--- src/rtl/imm_gen_pipe.sv ---
// Pipelined RV32I/RV64I immediate generator with an output register, a one-entry
// skid buffer and a saturating illegal-encoding counter.
module imm_gen_pipe #(
  parameter int unsigned XLEN  = 32,
  parameter int unsigned CNT_W = 16
) (
  input  logic             clk,
  input  logic             rst_n,
  input  logic             in_valid,
  output logic             in_ready,
  input  logic [31:0]      in_instr,
  output logic             out_valid,
  input  logic             out_ready,
  output logic [XLEN-1:0]  out_imm,
  output logic [2:0]       out_fmt,
  output logic             out_illegal,
  output logic [CNT_W-1:0] illegal_cnt,
  input  logic             cnt_clr
);

  localparam int unsigned FMT_W = 3;

  localparam logic [FMT_W-1:0] FMT_NONE  = 3'd0;
  localparam logic [FMT_W-1:0] FMT_I     = 3'd1;
  localparam logic [FMT_W-1:0] FMT_S     = 3'd2;
  localparam logic [FMT_W-1:0] FMT_B     = 3'd3;
  localparam logic [FMT_W-1:0] FMT_U     = 3'd4;
  localparam logic [FMT_W-1:0] FMT_J     = 3'd5;
  localparam logic [FMT_W-1:0] FMT_SHAMT = 3'd6;

  localparam logic [6:0] OP_IMM    = 7'b0010011;
  localparam logic [6:0] OP_LOAD   = 7'b0000011;
  localparam logic [6:0] OP_JALR   = 7'b1100111;
  localparam logic [6:0] OP_STORE  = 7'b0100011;
  localparam logic [6:0] OP_BRANCH = 7'b1100011;
  localparam logic [6:0] OP_LUI    = 7'b0110111;
  localparam logic [6:0] OP_AUIPC  = 7'b0010111;
  localparam logic [6:0] OP_JAL    = 7'b1101111;
  localparam logic [6:0] OP_REG    = 7'b0110011;

  typedef struct packed {
    logic [XLEN-1:0]  imm;
    logic [FMT_W-1:0] fmt;
    logic             illegal;
  } bundle_t;

  bundle_t    dec_c;
  bundle_t    out_q;
  bundle_t    skid_q;
  logic       skid_full;
  logic [6:0] opcode_c;
  logic [2:0] funct3_c;
  logic       accept_c;
  logic       load_out_c;

  assign opcode_c   = in_instr[6:0];
  assign funct3_c   = in_instr[14:12];
  assign accept_c   = in_valid && in_ready;
  assign load_out_c = !out_valid || out_ready;

  assign out_imm     = out_q.imm;
  assign out_fmt     = out_q.fmt;
  assign out_illegal = out_q.illegal;

  // Immediate decode of the word currently on the input.
  always_comb begin
    dec_c = '0;
    case (opcode_c)
      OP_IMM: begin
        if (funct3_c == 3'b001 || funct3_c == 3'b101) begin
          dec_c.fmt = FMT_SHAMT;
          if (XLEN == 32) begin
            dec_c.imm = XLEN'(in_instr[24:20]);
            if (in_instr[25]) dec_c.illegal = 1'b1;
          end else begin
            dec_c.imm = XLEN'(in_instr[25:20]);
          end
          if (funct3_c == 3'b101 && in_instr[31:26] != 6'b000000
              && in_instr[31:26] != 6'b010000)
            dec_c.illegal = 1'b1;
        end else begin
          dec_c.fmt = FMT_I;
          dec_c.imm = XLEN'($signed(in_instr[31:20]));
        end
      end
      OP_LOAD, OP_JALR: begin
        dec_c.fmt = FMT_I;
        dec_c.imm = XLEN'($signed(in_instr[31:20]));
      end
      OP_STORE: begin
        dec_c.fmt = FMT_S;
        dec_c.imm = XLEN'($signed({in_instr[31:25], in_instr[11:7]}));
      end
      OP_BRANCH: begin
        dec_c.fmt = FMT_B;
        dec_c.imm = XLEN'($signed({in_instr[31], in_instr[7], in_instr[30:25],
                                    in_instr[11:8], 1'b0}));
      end
      OP_LUI, OP_AUIPC: begin
        dec_c.fmt = FMT_U;
        dec_c.imm = XLEN'($signed({in_instr[31:12], 12'b0}));
      end
      OP_JAL: begin
        dec_c.fmt = FMT_J;
        dec_c.imm = XLEN'($signed({in_instr[31], in_instr[19:12], in_instr[20],
                                    in_instr[30:21], 1'b0}));
      end
      OP_REG: begin
        dec_c.fmt = FMT_NONE;
      end
      default: begin
        dec_c.fmt     = FMT_NONE;
        dec_c.illegal = 1'b1;
      end
    endcase
  end

  // Output register with skid entry; in_ready only depends on skid occupancy.
  always_ff @(posedge clk or negedge rst_n) begin
    if (!rst_n) begin
      out_q     <= '0;
      skid_q    <= '0;
      out_valid <= 1'b0;
      skid_full <= 1'b0;
      in_ready  <= 1'b1;
    end else if (load_out_c) begin
      if (skid_full) begin
        out_q     <= skid_q;
        out_valid <= 1'b1;
        skid_full <= 1'b0;
        in_ready  <= 1'b1;
      end else begin
        out_valid <= accept_c;
        if (accept_c) out_q <= dec_c;
      end
    end else if (accept_c) begin
      skid_q    <= dec_c;
      skid_full <= 1'b1;
      in_ready  <= 1'b0;
    end
  end

  // Saturating illegal counter; clear wins over a same-cycle increment.
  always_ff @(posedge clk or negedge rst_n) begin
    if (!rst_n) begin
      illegal_cnt <= '0;
    end else if (cnt_clr) begin
      illegal_cnt <= '0;
    end else if (accept_c && dec_c.illegal && illegal_cnt != '1) begin
      illegal_cnt <= illegal_cnt + CNT_W'(1);
    end
  end

endmodule

--- config.mk ---
export PLATFORM = sky130hd
export DESIGN_NAME = imm_gen_pipe
export DESIGN_NICKNAME = d
export VERILOG_FILES = /design/src/rtl/imm_gen_pipe.sv
export SDC_FILE = /design/constraint.sdc
export NUM_CORES = 1
export LEC_CHECK = 0
export CORE_UTILIZATION = 55
export CTS_CLUSTER_DIAMETER = 30
export DETAILED_ROUTE_END_ITERATION = 12
export GPL_ROUTABILITY_DRIVEN = 0
export PLACE_DENSITY = 0.85
export SYNTH_ARGS = -nofsm -noshare
export SYNTH_HDL_FRONTEND = slang
export SYNTH_SLANG_ARGS = --single-unit
--- constraint.sdc ---
create_clock -name clk -period 4.1 [get_ports clk]
set_clock_uncertainty 0.15 [all_clocks]
set_input_delay 0.41 -clock clk [delete_from_list [all_inputs] [get_ports clk]]
set_output_delay 0.41 -clock clk [all_outputs]
set_load 0.01 [all_outputs]
==> results of run 1 <==
-- worst register-to-register path, stage by stage (launching register included) --
cell,delay (ns)
dfstp_2,0.56
and2_1,0.40
nand2_1,0.10
buf_4,0.29
a21oi_1,0.80
a21oi_1,0.19
-- per-stage QoR --
| stage | utilization | hold slack [ns] | setup slack (ns) | instance area (µm²) |
|---|---|---|---|---|
| floorplan | - | -0.0356 | 1.76 | 4330 |
| global placement | 0.707 | 0.307 | 1.04 | 5270 |
| detailed placement | 0.707 | 0.321 | 0.959 | 5270 |
| CTS | 0.737 | 0.342 | 1.33 | 5490 |
| global route | 0.737 | 0.362 | 1.10 | 5490 |
| finish | 0.737 | 0.339 | 1.28 | 5490 |
-- sequential cells by signal, indices dropped and copies added, names as in the netlist --
signal / count
skid_q: 36
out_fmt: 3
out_imm: 32
illegal_cnt: 16
skid_full: 1
out_illegal: 1
in_ready: 1
out_valid: 1
-- layout make-up --
class | count | area (µm²)
Inverter | 4 | 15.0
Clock buffer | 11 | 151
Clock inverter | 5 | 60.1
Fill cell | 557 | 1960
Tap cell | 99 | 124
Sequential cell | 91 | 2280
Multi-Input combinational cell | 350 | 1880
Timing Repair Buffer | 100 | 976
-- logic make-up (layout without fill, tap and decap cells) --
kind of cell / count (synthesis) / after routing
compound gates: 138 / 138
fa+ha+maj: 1 / 1
buf+inv: 38 / 120
flops: 91 / 91
mux: 3 / 3
simple gates: 208 / 208
-- cell usage after synthesis, types with 2 or more instances --
cell type and instances:
o21ai_0 33, a31oi_1 2, inv_1 4, clkbuf_1 28, o22ai_1 4, nand2_1 76
a21oi_1 45, o31ai_1 7, buf_6 3, and3_1 2, or3_1 8, dfrtp_1 90
nand3_1 23, a211oi_1 16, mux2_2 2, o211ai_1 11, and2_1 4, a32oi_1 2
nand4_1 6, a221oi_1 2, o21ai_1 7, nor2_1 48, nor2b_1 3, nand2b_1 3
nor3_1 19, or4_1 9, a22oi_1 4
-- worst max-delay path by stage --
| stage | startpoint | end | slack [ns] | cells after the start |
|---|---|---|---|---|
| 2_1_floorplan | in_instr[27] | illegal_cnt[6]$_DFFE_PN0P_ | 1.76 | 6 |
| 3_3_place_gp | in_instr[27] | illegal_cnt[10]$_DFFE_PN0P_ | 1.04 | 7 |
| 3_5_place_dp | in_instr[27] | illegal_cnt[10]$_DFFE_PN0P_ | 0.96 | 7 |
| 4_1_cts | in_instr[26] | illegal_cnt[10]$_DFFE_PN0P_ | 1.33 | 7 |
| 5_1_grt | in_instr[6] | skid_q[26]$_DFFE_PN0P_ | 1.10 | 6 |
| 6_report | in_instr[26] | illegal_cnt[10]$_DFFE_PN0P_ | 1.28 | 7 |
-- where the power goes --
group | switching [W] | total, W | internal (W)
clock network | 0.000317 | 0.000634 | 0.000317
logic | 0.0000498 | 0.0000889 | 0.0000391
registers | 0 | 0.000897 | 0.000897
total | 0.000367 | 0.00162 | 0.00125
-- what timing repair did --
item	in CTS	in global routing
hold endpoints to repair	54	0
buffers inserted	0	0
gates resized for setup	0	0
hold buffers	1	0
-- routing by layer --
layer,up-vias,wire [µm],track usage
met2,214,5290,0.437
li1,1873,-,-
met4,0,136,0.0981
met5,-,0,0
met3,17,966,0.0505
met1,1949,4720,0.411
==> results.tsv, run 1 <==
stage	metric	value	unit
run_status	status	finished, final reports clean	
worst_setup_path	r2r_cells	5	
floorplanning	boundaryPins	91	
hold_path	hold_class	flip-flop to flip-flop	
global_route	gr-total-overflow	0	
clock_network	clkLatencyLatePin	0.36	ns
power_and_ir_drop	p_leak	2.19	nW
sta	slew_viol_final	0	
sta	finalCriticalPeriod	2.82	ns
drt	drc	0	
sta	tightest_slew	0.957	ns
synth	synth_top_family_by_area	simple AND/OR/NAND/NOR gates	
sta	rsz0062_at_grt	false	
finish	final_nets	594	
synth	synth_edf_count	0	
finish	final_cell_mix	90 x dfrtp_1, 89 x clkdlybuf4s50_1, 76 x nand2_1	
clock_network	clock_sink_count	91	
synth	synth_area_leaders	dfrtp_1 52%, nand2_1 6.6%, a21oi_1 5.2%, nor2_1 4.2%, o21ai_0 3.8%	
synth	ys_seq_elements	91	
sta	hold_violations	0	
sta	tns	0	ns
sta	setup_viol	0	
clock_network	htree_num_levels	3	
drt	routed_wl	11.1	mm
worst_setup_path	crit_buf_inv	2	
floorplanning	fp.dieH	90.7	µm
synth	synthesis.nets	517	
floorplanning	start_util	0.582	
synth	synth_mux_area_frac	0.00867	
drt	antenna_left	0	
synth	synth_top_area_frac	0.520	
floorplanning	die_x	90.7	µm
finish	stdcell_count	660	
synth	syn_avg_cell_area	9.04	µm²
sta	slew_headroom	0.362	
drt	drt-initial-drc-count	286	
worst_setup_path	startpoint_type	primary input	
drt	num_vias	4053	
global_route	antenna_found_initial	0	
power_and_ir_drop	irDropWorstVdd	0.000214	V
worst_setup_path	path_class	primary input to flip-flop	
run	drv_cap	0	
worst_setup_path	r2r_start	in_ready$_DFFE_PN1P_	
global_route	grt_pass1_vias	3844	
synth	syn_inst	479	
finish	antenna_cells	0	
clock_network	cts_tree	built	
worst_setup_path	slowest_delay	0.57	ns
drt	dr.pass1.iters	5	
worst_setup_path	crit_top_cell	or4_1	
clock_network	cts-buffers-inserted	9	
worst_setup_path	r2r_end	skid_q[26]$_DFFE_PN0P_	
synth	yosys.area.top_type	dfrtp_1	
worst_setup_path	cp_top_family	compound AO/OA/AOI/OAI gates	
power_and_ir_drop	power	0.00162	W
worst_setup_path	worstPathMaxFanout	19	
finish	syn_to_final_growth	26.7	%
worst_setup_path	crit_path_end_kind	flip-flop	
worst_setup_path	reg2reg_slack	1.45	ns
global_route	grt.total_usage	0.286	
worst_setup_path	required	4.16	ns
sta	fin_crit_sh	0.688	
synth	synth_fa_ha_area_frac	0.00289	
floorplanning	rows	31	
worst_setup_path	slowest_stage	a211oi_4	
global_route	grt_max_degree	56	
floorplanning	dieArea	8230	µm²
worst_setup_path	cp_cell_sequence	clkdlybuf4s50_1 > or4_1 > o32a_1 > a211oi_4 > buf_4 > or4_1 > a21oi_1	
clock_network	cts_max_path_buffers	2	
synth	ys.flop_type	dfrtp_1	
global_route	grt_pass1_wl	18.8	mm
synth	synthXorXnorAreaFrac	0	
floorplanning	fp.coreArea	7450	µm²
placed_design	portBuffers	90	
synth	yosys.area_share.simple	0.228	
drt	via_per_inst	6.14	
clock_network	path_clk_slew	0.09	ns
hold_path	hold_path_startpoint	skid_q[19]$_DFFE_PN0P_	
placed_design	placed_cells	643	
synth	synth_compound_area_frac	0.195	
synth	syn_area	4330	µm²
worst_setup_path	worstPathArrival	2.88	ns
hold_path	min_path_cells	2	
finish	drive_gt1_frac	0.0624	
finish	final_common_cell	dfrtp_1	
placed_design	dp.final_hpwl	7.79	mm
synth	async_flop_share	1.00	
clock_network	cts_root_buf	clkbuf_8	
synth	yosysWarnings	0	
synth	synthDistinctLibCells	45	
hold_path	holdPathEnd	skid_q[19]$_DFFE_PN0P_	
power_and_ir_drop	power_density	295	nW/µm²
sta	fmax	355	MHz
drt	routedWlPerCell	16.8	µm
synth	yosysSeqAreaShare	0.526	
No activity file was read; power rests on OpenSTA's default activity.
==> run 2: changes to the inputs <==
--- a/config.mk
+++ b/config.mk
@@ -5,11 +5,11 @@
 export SDC_FILE = /design/constraint.sdc
 export NUM_CORES = 1
 export LEC_CHECK = 0
-export CORE_UTILIZATION = 55
+export CORE_UTILIZATION = 46
 export CTS_CLUSTER_DIAMETER = 30
 export DETAILED_ROUTE_END_ITERATION = 12
 export GPL_ROUTABILITY_DRIVEN = 0
-export PLACE_DENSITY = 0.85
+export PLACE_DENSITY = 0.76
 export SYNTH_ARGS = -nofsm -noshare
 export SYNTH_HDL_FRONTEND = slang
 export SYNTH_SLANG_ARGS = --single-unit
==> constraint.sdc (replaced) <==
create_clock -name clk -period 2.3 [get_ports clk]
set_clock_uncertainty 0.15 [all_clocks]
set_input_delay 0.23 -clock clk [delete_from_list [all_inputs] [get_ports clk]]
set_output_delay 0.23 -clock clk [all_outputs]
set_load 0.01 [all_outputs]
==> results.tsv, run 2 (same netlist as run 1, synthesis figures left out) <==
stage	metric	value	unit	change
worst_setup_path	r2r_cells	6		was 5
finish	drive_gt1_frac	0.125		was 0.0624
worst_setup_path	critPathLaunch	in_instr[4]		was in_instr[26]
finish	final_nets	634		was 594
worst_setup_path	reg2reg_slack	0.17	ns	was 1.45 ns
floorplanning	boundaryPins	91		unchanged
global_route	grt_max_degree	38		was 56
clock_network	clkLatencyLatePin	0.36	ns	about the same
clock_network	cts-buffers-inserted	9		unchanged
worst_setup_path	startpoint_type	primary input		unchanged
clock_network	post_cts_resized	0		unchanged
worst_setup_path	path_class	primary input to flip-flop		unchanged
floorplanning	die_x	99.0	µm	was 90.7 µm
finish	stdcell_count	712		was 660
finish	fin_util	0.630		was 0.737
clock_network	clock_sink_count	91		unchanged
finish	regMostFlops	skid_q		unchanged
floorplanning	dieArea	9810	µm²	was 8230 µm²
worst_setup_path	required	2.43	ns	was 4.16 ns
sta	fmax	447	MHz	
global_route	globalRouteMet3Util	0.0411		was 0.0505
floorplanning	fp.dieH	99.0	µm	was 90.7 µm
finish	nFillCells	753		was 557
sta	slew_headroom	0.678		was 0.362
worst_setup_path	worstPathArrival	2.37	ns	was 2.88 ns
sta	fin_ws	0.0645	ns	was 1.28 ns
clock_network	cts_tree	built		unchanged
placed_design	placed_cells	694		was 643
floorplanning	fp.coreArea	9200	µm²	was 7450 µm²
global_route	antenna_found_initial	0		unchanged
global_route	busiest_layer	met2		unchanged
finish	largest_register_ffs	36		unchanged
global_route	globalRouteMet1Util	0.346		was 0.411
finish	antenna_cells	0		unchanged
worst_setup_path	r2r_start	illegal_cnt[7]$_DFFE_PN0P_		was in_ready$_DFFE_PN1P_
finish	syn_to_final_growth	33.7	%	was 26.7%
global_route	grt_pass1_vias	4100		was 3844
sta	hold_violations	0		unchanged
drt	routedWlPerCell	16.7	µm	was 16.8 µm
run_status	status	finished, final reports clean		unchanged
finish	regArea	2280	µm²	unchanged
sta	rsz0062_at_grt	false		unchanged
finish	final_common_cell	dfrtp_1		unchanged
clock_network	htree_num_levels	3		unchanged
sta	fin_crit_sh	0.972		
sta	setup_viol	0		unchanged
global_route	grt_pass1_wl	19.8	mm	was 18.8 mm
drt	dr.pass1.iters	5		unchanged
sta	tightest_slew	0.484	ns	was 0.957 ns
worst_setup_path	crit_path_end_kind	flip-flop		unchanged
worst_setup_path	worstPathMaxFanout	22		was 19
drt	drt-initial-drc-count	269		was 286
placed_design	portBuffers	90		unchanged
power_and_ir_drop	power_density	482	nW/µm²	was 295 nW/µm²
power_and_ir_drop	irDropWorstVdd	0.000299	V	was 0.000214 V
global_route	gr-total-overflow	0		unchanged
drt	routed_wl	11.9	mm	was 11.1 mm
clock_network	path_clk_slew	0.09	ns	about the same
sta	finalCriticalPeriod	2.24	ns	
clock_network	cts_max_path_buffers	2		unchanged
run	drv_cap	0		unchanged
worst_setup_path	r2r_end	illegal_cnt[6]$_DFFE_PN0P_		was skid_q[26]$_DFFE_PN0P_
placed_design	place_ws	-0.335	ns	was 0.959 ns
drt	drc	0		unchanged
global_route	grt.total_usage	0.258		was 0.286
placed_design	placed_area	5600	µm²	was 5270 µm²
finish	fin_area	5790	µm²	was 5490 µm²
sta	slew_viol_final	0		unchanged
hold_path	hold_class	primary input to asynchronous set/reset pin		was flip-flop to flip-flop
clock_network	cts_root_buf	clkbuf_8		unchanged
drt	antenna_left	0		unchanged
floorplanning	start_util	0.471		was 0.582
global_route	use_met2	0.410		was 0.437
drt	via_per_inst	5.85		was 6.14
finish	final_cell_mix	90 x dfrtp_1, 89 x clkdlybuf4s50_1, 76 x nand2_1		unchanged
power_and_ir_drop	p_leak	2.37	nW	was 2.19 nW
floorplanning	rows	35		was 31
sta	tns	0	ns	unchanged
finish	multi_input_area	1890	µm²	was 1880 µm²
worst_setup_path	endpoint	illegal_cnt[12]$_DFFE_PN0P_		was illegal_cnt[10]$_DFFE_PN0P_
drt	num_vias	4167		was 4053
placed_design	dp.final_hpwl	8.60	mm	was 7.79 mm
## run 2: cell type report
class	count	area share
tap	111	0.0240
inverter	4	0.00259
clock buffer	10	0.0220
sequential	91	0.393
multi-input combinational	350	0.325
clock inverter	6	0.00799
timing repair buffer	140	0.225
## run 2: worst max-delay path, cell delays in order
cell and delay [ns]:
clkdlybuf4s50_1 0.56, nand3b_1 0.17, nor4b_4 0.32, a211oi_4 0.09, buf_4 0.17, buf_12 0.15
or4_1 0.50, a21oi_1 0.17
## run 2: worst min-delay path by stage
stage                     start                     endpoint  slack, ns  depth (start not counted)
final                     rst_n       out_fmt[1]$_DFFE_PN0P_       0.21                          2
after global routing      rst_n       out_imm[3]$_DFFE_PN0P_       0.25                          2
after CTS                 rst_n       out_fmt[1]$_DFFE_PN0P_       0.23                          2
after detailed placement  rst_n  illegal_cnt[15]$_DFFE_PN0P_       0.07                          1
after global placement    rst_n  illegal_cnt[15]$_DFFE_PN0P_       0.07                          1
after floorplan           rst_n   illegal_cnt[0]$_DFFE_PN0P_      -0.22                          0
## run 2: timing repair
item / in CTS / in global routing
hold endpoints to repair: 34 / 0
setup buffers: 0 / 1
endpoints found under the setup margin: 0 / 6
hold buffers: 1 / 0
## run 2: power breakdown
| part | switching (W) | total (W) | internal (W) |
|---|---|---|---|
| Clock | 0.000596 | 0.000999 | 0.000403 |
| Sequential | 0 | 0.00160 | 0.00160 |
| Combinational | 0.0000974 | 0.000193 | 0.0000960 |
## run 2: metrics by stage
step	power (W)	hold WS, ns
6_report	0.00279	0.212
5_1_grt	0.00289	0.253
4_1_cts	0.00281	0.227
3_5_place_dp	0.00182	0.0724
3_3_place_gp	0.00182	0.0689
2_1_floorplan	0.00167	-0.216
## run 2: per-layer routing
layer  vias up  part of all wire
li1       1951                 -
met1      2030              0.43
met2       160              0.49
met3        26             0.058
met4         0             0.020
met5         -                 0
